[src/rtl/fft_pkg.sv]
// Shared constants, sample type and helpers for the FFT natural-order reorder block.
// Latency: n/a (package only).
// Backpressure: n/a (package only).
package fft_pkg;

    localparam int FFT_N     = 32;
    localparam int FFT_LOG2N = 5;
    localparam int FFT_DW    = 18;

    // One complex bin as stored in the reorder RAM: {re, im}.
    typedef struct packed {
        logic [FFT_DW-1:0] re;
        logic [FFT_DW-1:0] im;
    } cplx_t;

    typedef enum logic {
        IDLE   = 1'b0,
        STREAM = 1'b1
    } rd_state_t;

    // Bit-reverse an index; the FFT core emits bin bitrev(n) as its n-th sample.
    function automatic logic [FFT_LOG2N-1:0] bitrev(input logic [FFT_LOG2N-1:0] idx);
        logic [FFT_LOG2N-1:0] r;
        for (int b = 0; b < FFT_LOG2N; b++) begin
            r[b] = idx[FFT_LOG2N-1-b];
        end
        return r;
    endfunction

endpackage

[src/rtl/fft_reorder_ram.sv]
// Two-bank register file holding the ping-pong frames of the reorder buffer.
// Latency: write lands on the clock edge, read is combinational.
// Backpressure: none; the caller owns bank/address sequencing.
//
// Ports: clk; we/wr_bank/wr_addr/wr_data synchronous write port;
//        rd_bank/rd_addr select the word driven on rd_data.
module fft_reorder_ram #(
    parameter int N     = 32,
    parameter int LOG2N = 5,
    parameter int W     = 36
) (
    input  logic             clk,
    input  logic             we,
    input  logic             wr_bank,
    input  logic [LOG2N-1:0] wr_addr,
    input  logic [W-1:0]     wr_data,
    input  logic             rd_bank,
    input  logic [LOG2N-1:0] rd_addr,
    output logic [W-1:0]     rd_data
);

    // Bank select is the address MSB: words 0..N-1 are bank 0, N..2N-1 bank 1.
    logic [W-1:0] mem [2*N];

    always_ff @(posedge clk) begin
        if (we) begin
            mem[{wr_bank, wr_addr}] <= wr_data;
        end
    end

    assign rd_data = mem[{rd_bank, rd_addr}];

endmodule

[src/rtl/fft_reorder.sv]
// Captures bit-reversed FFT frames in a ping-pong buffer and replays them in natural bin order.
// Latency: N cycles first input to first output; index 0 appears 1 cycle after the last input.
// Backpressure: none; the reader keeps up with 1 sample/cycle, FFT_REORDER_OVF_EN drops writes into an unread bank.
//
// Ports: clk, rst (sync, active-high); valid_i/din_r/din_i from the FFT core;
//        valid_o/dout_r/dout_i/index_o natural-order stream, frame_done_o on index N-1,
//        overflow_o sticky drop flag (tied 0 unless FFT_REORDER_OVF_EN is defined).
module fft_reorder
    import fft_pkg::*;
#(
    parameter int N     = FFT_N,
    parameter int LOG2N = FFT_LOG2N,
    parameter int DW    = FFT_DW
) (
    input  logic             clk,
    input  logic             rst,
    input  logic             valid_i,
    input  logic [DW-1:0]    din_r,
    input  logic [DW-1:0]    din_i,
    output logic             valid_o,
    output logic [DW-1:0]    dout_r,
    output logic [DW-1:0]    dout_i,
    output logic [LOG2N-1:0] index_o,
    output logic             frame_done_o,
    output logic             overflow_o
);

    logic [LOG2N-1:0] wc_q;
    logic [LOG2N-1:0] rc_q;
    logic [LOG2N-1:0] wr_addr;
    logic             wb_q;
    logic             rb_q;
    logic [1:0]       full_q;
    logic [1:0]       full_d;
    rd_state_t        state_q;
    rd_state_t        state_d;
    logic             wr_drop;
    logic             wr_en;
    logic             wr_last;
    logic             rd_fire;
    logic             rd_last;
    cplx_t            wr_cplx;
    cplx_t            rd_cplx;

`ifdef FFT_REORDER_OVF_EN
    // The target bank still holds an undrained frame: refuse the sample.
    assign wr_drop = valid_i & full_q[wb_q];

    always_ff @(posedge clk) begin
        if (rst) begin
            overflow_o <= 1'b0;
        end else if (wr_drop) begin
            overflow_o <= 1'b1;
        end
    end
`else
    assign wr_drop    = 1'b0;
    assign overflow_o = 1'b0;
`endif

    assign wr_en      = valid_i & ~wr_drop;
    // N is a power of two, so the all-ones count is the last sample of a frame.
    assign wr_last    = wr_en & (wc_q == '1);
    assign wr_addr    = bitrev(wc_q);
    assign wr_cplx.re = din_r;
    assign wr_cplx.im = din_i;

    fft_reorder_ram #(
        .N     (N),
        .LOG2N (LOG2N),
        .W     (2*DW)
    ) u_ram (
        .clk     (clk),
        .we      (wr_en),
        .wr_bank (wb_q),
        .wr_addr (wr_addr),
        .wr_data (wr_cplx),
        .rd_bank (rb_q),
        .rd_addr (rc_q),
        .rd_data (rd_cplx)
    );

    // Write side: counter wraps naturally at N, bank flips on the last sample.
    always_ff @(posedge clk) begin
        if (rst) begin
            wc_q <= '0;
            wb_q <= 1'b0;
        end else if (wr_en) begin
            wc_q <= wc_q + 1'b1;
            if (wr_last) begin
                wb_q <= ~wb_q;
            end
        end
    end

    // Reader state register.
    always_ff @(posedge clk) begin
        if (rst) begin
            state_q <= IDLE;
        end else begin
            state_q <= state_d;
        end
    end

    // Next state. IDLE issues index 0 on the same edge it leaves, which gives the
    // single cycle between the last write and the first output.
    always_comb begin
        state_d = state_q;
        case (state_q)
            IDLE: begin
                if (full_q[rb_q]) begin
                    state_d = STREAM;
                end
            end
            STREAM: begin
                // full_d includes a frame completing on this edge, so back-to-back
                // frames stream without a bubble.
                if (rd_last && !full_d[~rb_q]) begin
                    state_d = IDLE;
                end
            end
            default: state_d = IDLE;
        endcase
    end

    // Reader strobes and full-flag update. On a same-bank collision (only possible
    // without the overflow check) the fresh frame wins and stays marked full.
    always_comb begin
        rd_fire = (state_q == STREAM) | full_q[rb_q];
        rd_last = (state_q == STREAM) & (rc_q == '1);
        full_d  = full_q;
        if (rd_last) begin
            full_d[rb_q] = 1'b0;
        end
        if (wr_last) begin
            full_d[wb_q] = 1'b1;
        end
    end

    // rc stays 0 while IDLE, so the first read of a frame always addresses bin 0.
    always_ff @(posedge clk) begin
        if (rst) begin
            rc_q   <= '0;
            rb_q   <= 1'b0;
            full_q <= 2'b00;
        end else begin
            full_q <= full_d;
            if (rd_fire) begin
                rc_q <= rc_q + 1'b1;
            end
            if (rd_last) begin
                rb_q <= ~rb_q;
            end
        end
    end

    always_ff @(posedge clk) begin
        if (rst) begin
            valid_o      <= 1'b0;
            frame_done_o <= 1'b0;
            dout_r       <= '0;
            dout_i       <= '0;
            index_o      <= '0;
        end else begin
            valid_o      <= rd_fire;
            frame_done_o <= rd_last;
            if (rd_fire) begin
                dout_r  <= rd_cplx.re;
                dout_i  <= rd_cplx.im;
                index_o <= rc_q;
            end
        end
    end

endmodule

[config.mk]
export PLATFORM = sky130hd
export DESIGN_NAME = fft_reorder
export DESIGN_NICKNAME = d
export VERILOG_FILES = /design/src/rtl/fft_pkg.sv /design/src/rtl/fft_reorder_ram.sv /design/src/rtl/fft_reorder.sv
export SDC_FILE = /design/constraint.sdc
export NUM_CORES = 2
export LEC_CHECK = 0
export CORE_ASPECT_RATIO = 0.9
export CORE_MARGIN = 1.5
export CORE_UTILIZATION = 60
export DETAILED_ROUTE_END_ITERATION = 7
export PLACE_DENSITY = 0.76
export SLEW_MARGIN = 10
export SYNTH_ARGS = -nofsm -noshare
export SYNTH_HDL_FRONTEND = slang
export SYNTH_SLANG_ARGS = --single-unit
[constraint.sdc]
create_clock -name clk -period 12.6 [get_ports clk]
set_clock_uncertainty 0.05 [all_clocks]
set_input_delay 1.26 -clock clk [delete_from_list [all_inputs] [get_ports clk]]
set_output_delay 1.26 -clock clk [all_outputs]
set_load 0.03 [all_outputs]
==> out/qor_table.md <==
| Item | Value | Unit |
|---|---|---|
| Area growth from synthesis to layout | 11.5 | % |
| Port Buffers | 81 | - |
| Final ANT Viol Nets | 0 | - |
| Via-per-instance ratio | 7.14 | - |
| Largest net degree at the start of global routing | 121 | - |
| Total congestion overflow after global routing | 0 | - |
| Hold violation count in the final report | 0 | - |
| First-pass GRT wire length | 330 | mm |
| Clock network power share | 41.9 | % |
| Number of library cell types mapped by synthesis | 65 | - |
| DRC violations left | 2 | - |
| Most frequent cell on the critical path | buf_12 | - |
| Number of fill cells | 8824 | - |
| Library cell contributing the largest single delay on the critical path | buf_4 | - |
| Initial cell density of the core | 60.4 | % |
| Initial drt markers | 7422 | - |
| Hold-fix buffers at CTS | 0 | - |
| Worst slew slack as a fraction of its limit | 14.1 | % |
| Number of enable-type register cells in the synthesized netlist | 2304 | - |
| Type of origin of the critical path | flop | - |
| Die Y | 370 | µm |
| I/O pins | 83 | - |
| Maximum ir drop on the vdd rail | 0.137 | mV |
| Worst endpoint data arrival time | 5680 | ps |
| Worst R2R Start | rc_q[0] | - |
| Critical Path RT | 13270 | ps |
| Maximum level of the CTS H-tree | 4 | - |
| Standby leakage power | 30.2 | nW |
| Crit-path cells | buf_12 > buf_12 > buf_4 > mux4_2 > a22oi_1 > a21oi_1 > or4_1 | - |
| Number of nets in the layout | 4246 | - |
| Int Power | 12.2 | mW |
| Worst path max stage delay | 770 | ps |
| Number of global-route vias before repair | 44.7k | - |
| Post-Syn Area per Cell | 22.3 | µm² |
| Top cell type by total area after synthesis | edfxtp_1 | - |
| Util after Layout | 67.4 | % |
| Proportion of layout cells with a drive suffix above 1 | 26.0 | % |
| Max-Cap Viols | 0 | - |
| Clock root buffer | clkbuf_16 | - |
| Proportion of power drawn by flip-flops and latches | 56.8 | % |
| Worst hold path endpoint | index_o[1] | - |
| Total Routed Length | 234 | mm |
| Total number of yosys warnings | 0 | - |
| Switching power total | 2.98 | mW |
| Run status | complete, but fails checks | - |
| Number of antenna violations at the first check in global routing | 23 | - |
| Setup TNS | 0 | ps |
| Chip Width | 410 | µm |
| Post-Place Setup Slack | 7660 | ps |
| Setup fix buffers added after clock tree synthesis | 0 | - |
| Net Count, Synth | 4058 | - |
| Drt wl/cell | 36.7 | µm |
| Worst-Margin Slew | 1290 | ps |
| Post_cts resized | 0 | - |
| Sort of element at the end of the critical path | flop | - |
| Synth area leaders | edfxtp_1 (77%), mux4_2 (14%), a22oi_1 (1.3%) | - |
| Post-synthesis sequential element count | 2362 | - |
| Routed via count | 45.4k | - |
| Share of synthesized registers carrying an async set or reset | 0 | % |
| Final Slew Violations | 0 | - |
| HP Class | reg2reg | - |
| Switching Share | 19.6 | % |
| GR Util All Layers | 31.1 | % |
| Violations in the final reports | DRC | - |
| Post-synthesis sequential area ratio | 78.5 | % |
| Iteration count of the initial detailed-routing pass | 8 | - |
| Slack of the worst reg-to-reg path | 7580 | ps |
| Worst r2r dst | dout_r[9] | - |
| Total clock buffers created by CTS | 216 | - |
| Kind of critical path | reg2reg | - |
| Total number of placement rows | 134 | - |
| FF-to-FF path depth | 7 | - |
| Crit path setup slack, layout | 7580 | ps |
| Worst Hold Path Cells | 2 | - |
| Die outline area | 152000 | µm² |
| Final critical path time including I/O delays and setup | 5020 | ps |
| Insertion delay to the later sink of the worst-skew pair | 850 | ps |
| Combinational cell fraction of total power | 1.3 | % |
| Clock-pin slew reported for the worst setup and hold paths after clock tree synthesis | 60 | ps |
| CORE AREA | 148000 | µm² |
| Upper clock frequency limit | 199 | MHz |
| Proportion of netlist area held by the largest area contributor | 77.2 | % |
| Clock tree from TritonCTS | yes | - |
| GPL Wtd Cong | 0.814 | - |
| HPWL after DPL | 118 | mm |
| Power density relative to cell area | 153 | nW/µm² |
| Hold Path Origin | index_o[1] | - |
| CTS sink count | 2362 | - |
| Clk buf depth | 3 | - |
| Leading register cell type out of synthesis | edfxtp_1 | - |
| Post-synthesis instance area | 89600 | µm² |
| Tcrit/Tclk final | 39.8 | % |
| Count of endpoints failing setup in the final report | 0 | - |
| RSZ-0062 raised after global routing | no | - |
| CP max FO | 120 | - |
| Synthesized netlist cell count | 4015 | - |
worst max-delay path, delay by kind of cell, from the launching register on:
kind,cells,cell delay (ps)
AND/OR/NAND/NOR,1,570
buffers and inverters,3,2010
flip-flops,1,760
multiplexers,1,590
AO/OA/AOI/OAI,2,370
cell families after synthesis:
| group | share of synthesized area (%) |
|---|---|
| flip-flops | 78.5 |
| multiplexers | 14.9 |
| AO/OA/AOI/OAI | 3.24 |
| AND/OR/NAND/NOR | 1.78 |
| buffers and inverters | 1.36 |
| XOR/XNOR | 0.0684 |
| adder cells (fa/ha/maj) | 0.0559 |
| other | 0.00419 |
power groups by stage:
stage | Clock (mW) | Combinational, mW | Sequential (mW)
final | 6.38 | 0.197 | 8.65
after global routing | 6.72 | 0.209 | 8.65
after CTS | 6.42 | 0.194 | 8.65
after detailed placement | 0 | 0.192 | 8.82
after global placement | 0 | 0.182 | 8.81
after floorplan | 0 | 0.0473 | 8.81
layout by cell type, fill, tap and decap left out, types with 6 or more instances in the layout:
| cell type | n |
|---|---|
| clkinv_1 | 37 |
| a21oi_1 | 105 |
| o22ai_1 | 43 |
| mux2i_1 | 59 |
| nor3_2 | 7 |
| nand3_1 | 27 |
| clkbuf_1 | 59 |
| a211o_1 | 7 |
| a21boi_1 | 7 |
| nor2_1 | 45 |
| a221oi_1 | 19 |
| buf_4 | 107 |
| mux2_2 | 48 |
| nor2b_1 | 14 |
| o221ai_1 | 7 |
| clkbuf_8 | 16 |
| a32o_1 | 6 |
| edfxtp_1 | 2304 |
| buf_12 | 6 |
| nand2_1 | 92 |
| buf_2 | 36 |
| nor2_4 | 62 |
| nand2b_1 | 11 |
| clkdlybuf4s50_1 | 45 |
| nor3_1 | 24 |
| dfxtp_1 | 54 |
| or4_1 | 23 |
| clkbuf_16 | 223 |
| a221o_1 | 9 |
| a22oi_1 | 157 |
| mux4_2 | 543 |
| bufinv_16 | 12 |
| o21ai_0 | 25 |
| clkinv_2 | 43 |
worst max-delay path by stage:
stage                       start          endpoint  cells past startpoint
after floorplan           valid_i  u_ram.mem[48][0]                      3
after global placement    rc_q[0]        dout_i[11]                      8
after detailed placement  rc_q[0]        dout_i[12]                      7
after CTS                 rc_q[0]        dout_i[11]                      8
after global routing      rc_q[0]         dout_r[9]                      7
final                     rc_q[0]         dout_r[9]                      7
cell type report:
| cell class | instances | area [µm²] | area share, % |
|---|---|---|---|
| Antenna cell | 3 | 7.51 | 0.00752 |
| Timing Repair Buffer | 195 | 1560 | 1.56 |
| Sequential cell | 2362 | 70400 | 70.5 |
| Clock inverter | 104 | 848 | 0.850 |
| Inverter | 3 | 12.5 | 0.0125 |
| Tap cell | 1972 | 2470 | 2.47 |
| Clock buffer | 298 | 6020 | 6.03 |
| Multi-Input combinational cell | 1425 | 18600 | 18.6 |
sequential cells by signal (all words and copies together), names as in the netlist:
register / cells
full_q: 2
dout_i: 18
state_q: 1
frame_done_o: 1
rc_q: 5
dout_r: 18
rb_q: 1
u_ram.mem: 2304
valid_o: 1
wb_q: 1
index_o: 5
wc_q: 5
synth_stat cells (all sizes together) (4+ instances only):
cell type  count
o22a           4
nand3         27
edfxtp      2304
a2111oi        6
mux2i         59
buf          153
a221oi        19
mux2          50
o31ai          4
o22ai         43
nand4          4
nand2         93
nor3          32
nor2         108
nor2b         19
a21boi         7
a221o          9
a211o          7
o221ai         7
o21ai         26
or4           23
a32o           6
clkbuf        72
ha             4
a21oi        105
nand2b        11
nor3b          5
a2bb2oi        4
a22oi        157
dfxtp         58
mux4         543
xor2           4
per-stage QoR:
step / area [µm²] / instances / hold WS, ps / power (mW)
3_5_place_dp: 93000 / 5956 / 406 / 9.01
3_3_place_gp: 93000 / 5956 / 395 / 9.00
4_1_cts: 99800 / 6358 / 418 / 15.3
5_1_grt: 99800 / 6361 / 447 / 15.6
2_1_floorplan: 89600 / 4015 / 419 / 8.86
6_report: 99800 / 6362 / 412 / 15.2
routing by layer:
layer  share of wire, %  vias up  wire, µm  global-route usage, %
li1                   -    17400         -                      -
met1                 36    23800     83800                   43.8
met2                 47     3621    110000                   47.8
met3                 14      527     32700                   9.24
met4                3.1       12      7210                   9.47
met5              0.035        -        82                      0
(Power assumes the default switching activity.)
